**src/rtl/fixed_pe_load_sequencer_pkg.sv**
```systemverilog
// Shared types and constants for the fixed PE load sequencer.
package fixed_pe_load_sequencer_pkg;

  typedef enum logic [2:0] {
    ST_IDLE,
    ST_HDR,
    ST_DUMMY,
    ST_WORDS,
    ST_GAP,
    ST_PLACE,
    ST_HOLD
  } state_e;

  // Zero words between the phase-start cycle and the first sum word; the
  // shared counter reaches this value on the last dummy cycle of a phase.
  localparam int DUMMY_WORDS  = 7;
  // Header words driven in the X phase (swap_cycles, swap_sets).
  localparam int HEADER_WORDS = 2;
  // X sums occupy the bottom half of the sum table.
  localparam int X_BASE       = 0;

  // Y sums follow the N X sums.
  function automatic int y_base(input int n);
    return n;
  endfunction

endpackage

```
**src/rtl/fixed_pe_load_sequencer.sv**
```systemverilog
// Drives the fixed PE load bus for one host command: X header/sums, Y sums,
// then a place pulse, fetching sums from a 1-cycle-latency table.
module fixed_pe_load_sequencer
  import fixed_pe_load_sequencer_pkg::*;
#(
  parameter int N          = 16,
  parameter int DATA_WIDTH = 32,
  parameter int BUS_WIDTH  = 32,
  parameter int PHASE_GAP  = 1,
  parameter int ADDR_WIDTH = $clog2(2 * N),
  parameter int HOLD_WIDTH = 16
) (
  input  logic                  clk,
  input  logic                  rst,
  input  logic                  cmd_valid,
  output logic                  cmd_ready,
  input  logic [BUS_WIDTH-1:0]  cmd_swap_cycles,
  input  logic [BUS_WIDTH-1:0]  cmd_swap_sets,
  input  logic [HOLD_WIDTH-1:0] cmd_hold_cycles,
  output logic                  mem_rd_en,
  output logic [ADDR_WIDTH-1:0] mem_rd_addr,
  input  logic [DATA_WIDTH-1:0] mem_rd_data,
  output logic                  load_enable_out,
  output logic [BUS_WIDTH-1:0]  load_out,
  output logic                  busy,
  output logic                  done
);

  localparam int CNT_MAX_A = (N > DUMMY_WORDS) ? N : DUMMY_WORDS;
  localparam int CNT_MAX   = (CNT_MAX_A > PHASE_GAP) ? CNT_MAX_A : PHASE_GAP;
  localparam int CNT_W     = $clog2(CNT_MAX + 1);
  localparam int GAP_LAST  = (PHASE_GAP > 0) ? PHASE_GAP - 1 : 0;

  localparam logic [CNT_W-1:0] C_ONE        = CNT_W'(1);
  localparam logic [CNT_W-1:0] C_HDR_LAST_X = CNT_W'(HEADER_WORDS - 1);
  localparam logic [CNT_W-1:0] C_DUMMY_LAST = CNT_W'(DUMMY_WORDS);
  localparam logic [CNT_W-1:0] C_WORD_LAST  = CNT_W'(N - 1);
  localparam logic [CNT_W-1:0] C_GAP_LAST   = CNT_W'(GAP_LAST);
  // A word must be requested two cycles before its bus slot (RAM latency
  // plus the output register), so the first read falls on dummy slot 6.
  localparam logic [CNT_W-1:0] C_RD_FIRST   = CNT_W'(DUMMY_WORDS - 1);

  localparam logic [ADDR_WIDTH-1:0] A_X   = ADDR_WIDTH'(X_BASE);
  localparam logic [ADDR_WIDTH-1:0] A_Y   = ADDR_WIDTH'(y_base(N));
  localparam logic [ADDR_WIDTH-1:0] A_ONE = ADDR_WIDTH'(1);
  localparam logic [HOLD_WIDTH-1:0] H_ONE = HOLD_WIDTH'(1);

  state_e                r_state, w_state_nx;
  logic [CNT_W-1:0]      r_cnt, w_cnt_nx;
  logic                  r_phase_y, w_phase_y_nx;
  logic [HOLD_WIDTH-1:0] r_hcnt, w_hcnt_nx;
  logic [ADDR_WIDTH-1:0] r_rd_idx, w_rd_idx_nx;

  logic [BUS_WIDTH-1:0]  r_swap_cycles, r_swap_sets;
  logic [HOLD_WIDTH-1:0] r_hold;

  logic                  r_ready, r_busy, r_en, r_done, r_rd_en;
  logic [ADDR_WIDTH-1:0] r_rd_addr, w_rd_addr_nx;
  logic [BUS_WIDTH-1:0]  r_load, w_load_nx;
  logic                  w_accept, w_en_nx, w_rd_en_nx;

  assign w_accept = cmd_valid & r_ready;

  // Next-state logic: shared counter tracks position inside HDR/DUMMY/WORDS/GAP.
  always_comb begin
    w_state_nx   = r_state;
    w_cnt_nx     = r_cnt;
    w_phase_y_nx = r_phase_y;
    w_hcnt_nx    = r_hcnt;
    unique case (r_state)
      ST_IDLE: begin
        if (w_accept) begin
          w_state_nx   = ST_HDR;
          w_cnt_nx     = '0;
          w_phase_y_nx = 1'b0;
        end
      end
      ST_HDR: begin
        // Y has only the enable cycle; X stays here for both header words.
        w_cnt_nx = r_cnt + C_ONE;
        if (r_phase_y || r_cnt == C_HDR_LAST_X) w_state_nx = ST_DUMMY;
      end
      ST_DUMMY: begin
        if (r_cnt == C_DUMMY_LAST) begin
          w_state_nx = ST_WORDS;
          w_cnt_nx   = '0;
        end else begin
          w_cnt_nx = r_cnt + C_ONE;
        end
      end
      ST_WORDS: begin
        if (r_cnt != C_WORD_LAST) begin
          w_cnt_nx = r_cnt + C_ONE;
        end else if (PHASE_GAP > 0) begin
          w_state_nx = ST_GAP;
          w_cnt_nx   = '0;
        end else if (!r_phase_y) begin
          w_state_nx   = ST_HDR;
          w_cnt_nx     = '0;
          w_phase_y_nx = 1'b1;
        end else begin
          w_state_nx = ST_PLACE;
        end
      end
      ST_GAP: begin
        if (r_cnt != C_GAP_LAST) begin
          w_cnt_nx = r_cnt + C_ONE;
        end else if (!r_phase_y) begin
          w_state_nx   = ST_HDR;
          w_cnt_nx     = '0;
          w_phase_y_nx = 1'b1;
        end else begin
          w_state_nx = ST_PLACE;
        end
      end
      ST_PLACE: begin
        w_hcnt_nx  = H_ONE;
        w_state_nx = (r_hold == '0) ? ST_IDLE : ST_HOLD;
      end
      ST_HOLD: begin
        if (r_hcnt == r_hold) w_state_nx = ST_IDLE;
        else                  w_hcnt_nx  = r_hcnt + H_ONE;
      end
      default: w_state_nx = ST_IDLE;
    endcase
  end

  // Output decode from the next state so every output leaves a register.
  always_comb begin
    w_en_nx    = (w_state_nx == ST_HDR && w_cnt_nx == '0) || (w_state_nx == ST_PLACE);
    w_rd_en_nx = ((w_state_nx == ST_DUMMY) && (w_cnt_nx >= C_RD_FIRST) &&
                  (int'(w_cnt_nx) - (DUMMY_WORDS - 1) < N)) ||
                 ((w_state_nx == ST_WORDS) && (int'(w_cnt_nx) + 2 < N));
    w_rd_addr_nx = '0;
    w_rd_idx_nx  = r_rd_idx;
    if (w_state_nx == ST_HDR) begin
      w_rd_idx_nx = '0;
    end else if (w_rd_en_nx) begin
      w_rd_addr_nx = (w_phase_y_nx ? A_Y : A_X) + r_rd_idx;
      w_rd_idx_nx  = r_rd_idx + A_ONE;
    end
    w_load_nx = '0;
    if (w_accept)
      w_load_nx = cmd_swap_cycles;
    else if (w_state_nx == ST_HDR && !w_phase_y_nx && w_cnt_nx == C_HDR_LAST_X)
      w_load_nx = r_swap_sets;
    else if (w_state_nx == ST_WORDS)
      w_load_nx = BUS_WIDTH'(mem_rd_data);
  end

  // Control and output registers; reset aborts any sequence in progress.
  always_ff @(posedge clk) begin
    if (rst) begin
      r_state   <= ST_IDLE;
      r_cnt     <= '0;
      r_phase_y <= 1'b0;
      r_hcnt    <= '0;
      r_rd_idx  <= '0;
      r_ready   <= 1'b0;
      r_busy    <= 1'b0;
      r_en      <= 1'b0;
      r_done    <= 1'b0;
      r_rd_en   <= 1'b0;
      r_rd_addr <= '0;
      r_load    <= '0;
    end else begin
      r_state   <= w_state_nx;
      r_cnt     <= w_cnt_nx;
      r_phase_y <= w_phase_y_nx;
      r_hcnt    <= w_hcnt_nx;
      r_rd_idx  <= w_rd_idx_nx;
      r_ready   <= (w_state_nx == ST_IDLE);
      r_busy    <= (w_state_nx != ST_IDLE);
      r_en      <= w_en_nx;
      r_done    <= (w_state_nx == ST_PLACE);
      r_rd_en   <= w_rd_en_nx;
      r_rd_addr <= w_rd_addr_nx;
      r_load    <= w_load_nx;
    end
  end

  // Command fields are captured once on accept and held for the whole sequence.
  always_ff @(posedge clk) begin
    if (w_accept) begin
      r_swap_cycles <= cmd_swap_cycles;
      r_swap_sets   <= cmd_swap_sets;
      r_hold        <= cmd_hold_cycles;
    end
  end

  assign cmd_ready       = r_ready;
  assign busy            = r_busy;
  assign load_enable_out = r_en;
  assign done            = r_done;
  assign mem_rd_en       = r_rd_en;
  assign mem_rd_addr     = r_rd_addr;
  assign load_out        = r_load;

  // r_swap_cycles is captured for completeness of the latched command; the
  // header slot is driven directly from the port on the accept cycle.
  logic w_unused;
  assign w_unused = ^r_swap_cycles;

endmodule

```
**config.mk**
```make
export PLATFORM = sky130hd
export DESIGN_NAME = fixed_pe_load_sequencer
export DESIGN_NICKNAME = d
export VERILOG_FILES = /design/src/rtl/fixed_pe_load_sequencer_pkg.sv /design/src/rtl/fixed_pe_load_sequencer.sv
export SDC_FILE = /design/constraint.sdc
export NUM_CORES = 1
export LEC_CHECK = 0
export CAP_MARGIN = 5
export CORE_MARGIN = 2
export CORE_UTILIZATION = 48
export DETAILED_ROUTE_END_ITERATION = 7
export PLACE_DENSITY_LB_ADDON = 0.08
export SETUP_SLACK_MARGIN = 0.02
export SKIP_CTS_REPAIR_TIMING = 1
export SLEW_MARGIN = 20
export SYNTH_ARGS = -nofsm -noshare
export SYNTH_HDL_FRONTEND = slang
export SYNTH_SLANG_ARGS = --single-unit
```
**constraint.sdc**
```tcl
create_clock -name clk -period 3.1 [get_ports clk]
set_input_delay 0.62 -clock clk [delete_from_list [all_inputs] [get_ports clk]]
set_output_delay 0.62 -clock clk [all_outputs]
set_load 0.01 [all_outputs]
```
=== Yosys cells after proc, flatten, opt, wreduce, memory -nomap -nowiden ===
Cells that the tools add are included.

* Register bits after elaboration: 120
* Input port bits: 115
* Output and inout port bits: 42
* Logic and storage cells: 85

* Add/subtract/negate cells: 6
* $lt $le $gt $ge: 3
* Equality and inequality tests: 16
* Muxes and demuxes: 24
* Bitwise gates (word level): 2
* Reduce and logical (&&, ||, !) cells: 20

{| class="wikitable"
|+ Operators with widths
! cell !! number
|-
| $mux W32 || 3
|-
| $pmux W16 S2 || 1
|-
| $mux W5 || 6
|-
| $pmux W5 S5 || 1
|-
| $mux W3 || 8
|-
| $pmux W3 S7 || 1
|-
| $add A16 B1 Y16 const B || 1
|-
| $eq A16 B16 Y1 || 1
|-
| $logic_not A16 Y1 || 1
|-
| $mux W16 || 1
|-
| $eq A3 B2 Y1 const B || 4
|-
| $eq A3 B3 Y1 const B || 4
|-
| $add A5 B1 Y5 const B || 2
|-
| $eq A5 B1 Y1 const B || 2
|-
| $add A5 B2 Y6 const B || 1
|-
| $eq A3 B1 Y1 const B || 2
|-
| $logic_and A1 B1 Y1 || 6
|-
| $logic_not A3 Y1 || 2
|-
| $lt A6 B5 Y1 const B || 1
|-
| $lt A6 B6 Y1 const B || 1
|-
| $sub A5 B3 Y6 const B || 1
|-
| $add A5 B5 Y5 || 1
|-
| $eq A5 B3 Y1 const B || 1
|-
| $ge A5 B3 Y1 const B || 1
|-
| other kinds (15) || 18
|}

=== Depth between registers and ports, before layout ===
* Depth in word-level cells: 10
* Depth in mapped cells: 12
* Mapped depth without buffers: 11

=== Worst setup path before layout ===
Ideal clock, no wire load.

* Kind: reg2reg
* Start point: reg r_cnt[1]
* End point: reg r_load[14], in the netlist load_out[14]
* Library setup time: 0.074 ns
* Arrival: 2.594 ns
* Required time: 3.026 ns
* Slack: 0.432 ns
* Cell stages (with the launch flop): 11
* Path buffers: 1
* Clock period less this slack: 2.668 ns
* Path through: dfxtp_1 inv_1 ha_1 or4b_4 a22o_1 a221oi_2 nand3_2 nor4_4 buf_6 a221oi_2 nor3_2

* Longest elaborated chain between the ends: 9
* Elaborated cells on any way between the ends: 28
* Those cells by class: add/sub (1); eq/ne (6); mux (16); reduce/logical (5)

{| class="wikitable"
|+ RTL lines
! what !! RTL line !! RTL
|-
| start, declared || fixed_pe_load_sequencer.sv:49 || <nowiki>logic [CNT_W-1:0] r_cnt, w_cnt_nx;</nowiki>
|-
| start signal, assigned || fixed_pe_load_sequencer.sv:168 || <nowiki>r_cnt <= w_cnt_nx;</nowiki>
|-
| branches (longest 7 deep; another with $add A5 B1 Y5) || - ||
|-
| $mux W32 * || fixed_pe_load_sequencer.sv:145 || <nowiki>else if (w_state_nx == ST_HDR && !w_phase_y_nx && w_cnt_nx == C_HDR_LAST_X)</nowiki>
|-
| $mux W32 * || fixed_pe_load_sequencer.sv:143 || <nowiki>if (w_accept)</nowiki>
|-
| end signal, assigned || fixed_pe_load_sequencer.sv:178 || <nowiki>r_load <= w_load_nx;</nowiki>
|-
| end, declared || fixed_pe_load_sequencer.sv:59 || <nowiki>logic [BUS_WIDTH-1:0] r_load, w_load_nx;</nowiki>
|}

Every way passes the cells marked *.
A chain may end at the register's enable or synchronous reset.

=== Worst setup path after layout ===
* Start point: reg r_cnt[1]
* End point: reg r_load[27], in the netlist load_out[27]

The elaborated chain is that of the path after synthesis.

==> results.md <==
- FFs w/ async S/R, synth: 0%
- CTS tree: yes
- Area Overhead vs Synth: 42.9%
- Die width: 111 um
- DIE AREA: 12300 sq um
- Routed via count: 4443
- Worst Setup Start Kind: flop
- Worst skew pair latency: 410 ps
- Max Fanout on Critical Path: 8
- CTS HTree Levels: 4
- Post-Syn Nets: 599
- RePlAce Congestion: 0.939
- Hold Path Depth: 2
- Final Non-Filler Cells: 796
- Syn_area_per_cell: 11.5 sq um
- Setup CP Type: flop to flop
- Crit. End Element: flop
- Max transition margin: 48.0%
- R2r worst-path depth: 11
- Max Cap Violations: 0
- Drt wl/cell: 17.7 um
- Placed cell area: 7140 sq um
- Combinational share of power: 14.2%
- Post-route cell area: 7820 sq um
- # nets final: 765
- Power Internal: 0.00336 W
- Worst reg2reg path endpoint: load_out[27]
- FF+latch count, synth: 120
- # DRC: 0
- Final Hold Viols: 0
- Pre-CTS WS: 64.1 ps
- CTS Buf Count: 17
- Die extent in y: 111 um
- Reg power frac: 41.0%
- Final setup vio count: 0
- Final core utilization: 71.2%
- Hold worst-path end: r_rd_idx[4]
- Clock Power Share: 44.9%
- Multi-input logic area: 2410 sq um
- Area of the mapped netlist: 5470 sq um
- Skew final: 5.30 ps
- Register Area: 2880 sq um
- Fin crit share: 96.2%
- Final WS setup: 119 ps
- Slew @ Worst Pin: 780 ps
- LEAKAGE: 2.71 nW
- Clock Sinks: 120
- IO Pins: 157
- Critical path's top delay family: simple AND/OR/NAND/NOR gates
- Critical path buffers and inverters: 3
- CP Cell Sequence: inv_1, ha_1, or4b_4, a22o_1, a221oi_4, nand3_2, nor4_4, buf_4, buf_6, a221oi_2, nor3_2
- Vias per cell: 5.58
- Cells after Synth: 477
- Largest net degree at the start of global routing: 43
- Clock buffer depth: 2
- Yosys cell types: 55
- Diode count: 0
- Switching Fraction: 22.9%
- Slowest-stage cell, CP: or4b_4
- Layout fillers: 811
- Hold crit path type: flop to flop
- Status: complete, no violations
- DP HPWL: 9.59 mm
- Layout cells sized above 1: 18.3%
- Sequential area share after synthesis: 52.7%
- Placed cells: 758
- Synth warnings: 0
- WP data arrival: 3320 ps
- First-pass GRT wire length: 22.3 mm
- Number of global-route vias before repair: 4535
- Tmin final: 2980 ps
- EDFF count, synth: 48
- Root Driver: clkbuf_16
- DR pass1 iterations: 4
- Top achievable clock speed: 335 MHz
- Final Routed Wirelength: 14.1 mm
- Reg2reg setup slack: 120 ps
- Start point of the worst hold path: r_rd_idx[4]
- Critical path required time: 3440 ps
- Max Slew Vio Count: 0
- Worst vdd ir: 0.000396 V
- PwrDens: 557 nW/um^2
- Initial drt markers: 257
- Reg-to-reg startpoint: r_cnt[1]
- Initial antenna violation count: 0
- Rows: 38
- Initial Utilization: 49.8%
- Psw: 0.00100 W
- Overflow after GRT: 0
- Peak per-stage delay on the critical path: 500 ps
- Post-synth top flop: dfxtp_1
- Routed Antenna Nets: 0
- Total track usage: 22.9%
- Clk slew on worst S/H paths: 50 ps
- Core area: 11000 sq um
- Port bufs: 156
- Hold slack final: 484 ps
-- routing by layer --
metal / up-vias / global-route usage (%) / share of wire [%]
li1: 2118 / - / -
met1: 2105 / 26.4 / 41
met2: 192 / 38.3 / 49
met3: 28 / 8.37 / 8.3
met4: 0 / 9.50 / 2.6
met5: - / 0 / 0
-- cells in the mapped netlist, drive strengths merged, types with 4 or more instances --
library cell / number / area share (%)
and2: 7 / 0.80
edfxtp: 48 / 26
or3: 6 / 0.69
nand4: 17 / 1.9
o21ai: 9 / 0.82
nor2: 62 / 4.3
and3: 4 / 0.46
ha: 7 / 1.6
a21oi: 14 / 1.3
nand3: 9 / 0.91
a221oi: 33 / 8.8
buf: 8 / 1.6
clkbuf: 18 / 1.4
mux2i: 5 / 0.91
nand2b: 4 / 0.46
nor4: 7 / 1.1
dfxtp: 72 / 26
xor2: 12 / 1.9
inv: 9 / 0.62
xnor2: 16 / 2.6
nor3: 41 / 6.5
nor2b: 8 / 0.91
nand2: 17 / 1.2
-- area by class of cell --
class / instances / share of cell area (%)
flip-flops and latches: 120 / 36.9
multi-input cells: 321 / 30.8
repair buffers: 173 / 22.0
clock buffers: 23 / 6.38
well taps: 140 / 2.24
clock inverters: 9 / 1.20
inverters: 10 / 0.496
-- registers in the layout, indices dropped and copies added, names as in the netlist --
signal,flops
r_rd_idx,5
r_state,3
load_out,32
r_cnt,5
done,1
mem_rd_en,1
r_phase_y,1
r_hcnt,16
busy,1
r_swap_sets,32
cmd_ready,1
r_hold,16
load_enable_out,1
mem_rd_addr,5
-- logic make-up (layout without fill, tap and decap cells) --
group                    count (synthesis)  after routing  synth area share, %
AO/OA/AOI/OAI                           83             83                 15.0
adder cells (fa/ha/maj)                  7              7                 1.60
multiplexers                             7              7                 1.33
flip-flops                             120            120                 52.7
XOR/XNOR                                28             28                 4.48
buffers and inverters                   36            215                 3.64
AND/OR/NAND/NOR                        196            196                 21.3
-- power groups by stage --
| stage | Combinational [W] | Clock [W] | Sequential [W] |
|---|---|---|---|
| 2_1_floorplan | 0.000292 | 0 | 0.00182 |
| 3_3_place_gp | 0.000588 | 0 | 0.00181 |
| 3_5_place_dp | 0.000597 | 0 | 0.00182 |
| 4_1_cts | 0.000601 | 0.00198 | 0.00179 |
| 5_1_grt | 0.000663 | 0.00205 | 0.00179 |
| 6_report | 0.000618 | 0.00196 | 0.00179 |
-- worst min-delay path, stage by stage, from the launching register on --
cell	delay, ps
dfxtp_1	320
nand2_1	60
mux2i_1	50
-- worst max path at each step --
stage / from / end / slack (ps) / depth (start not counted)
final: r_cnt[1] / load_out[27] / 120 / 11
after global routing: r_cnt[1] / load_out[22] / -20 / 11
after CTS: r_cnt[0] / load_out[23] / 60 / 12
after detailed placement: cmd_valid / load_out[23] / 60 / 10
after global placement: cmd_valid / load_out[24] / 160 / 10
after floorplan: r_cnt[1] / load_out[14] / 430 / 10
-- metrics by stage --
stage          power, W  setup TNS [ps]
3_3_place_gp    0.00240               0
5_1_grt         0.00451            -140
2_1_floorplan   0.00212               0
6_report        0.00436               0
3_5_place_dp    0.00241               0
4_1_cts         0.00436               0
-- cells in the final DEF, fill, tap and decap left out, types with 3 or more instances in the layout --
cell / count
o211ai_1: 3
nand2b_1: 4
clkbuf_16: 19
xor2_1: 12
and3_1: 3
a21o_1: 3
nor3_1: 10
or3_1: 6
o21ai_0: 8
nor2_1: 62
dfxtp_1: 71
nand2_1: 17
clkdlybuf4s50_1: 155
nor3b_1: 3
nand3_1: 8
a21oi_1: 14
xnor2_1: 16
nor4_1: 6
clkbuf_8: 3
nand4_1: 17
inv_1: 9
and2_1: 7
a221oi_2: 30
mux2i_1: 5
a32oi_1: 3
clkinv_2: 4
nor3_2: 31
a22oi_1: 3
buf_4: 14
edfxtp_1: 48
nor2b_1: 8
ha_1: 6
clkinv_1: 3
(Power assumes the default switching activity.)
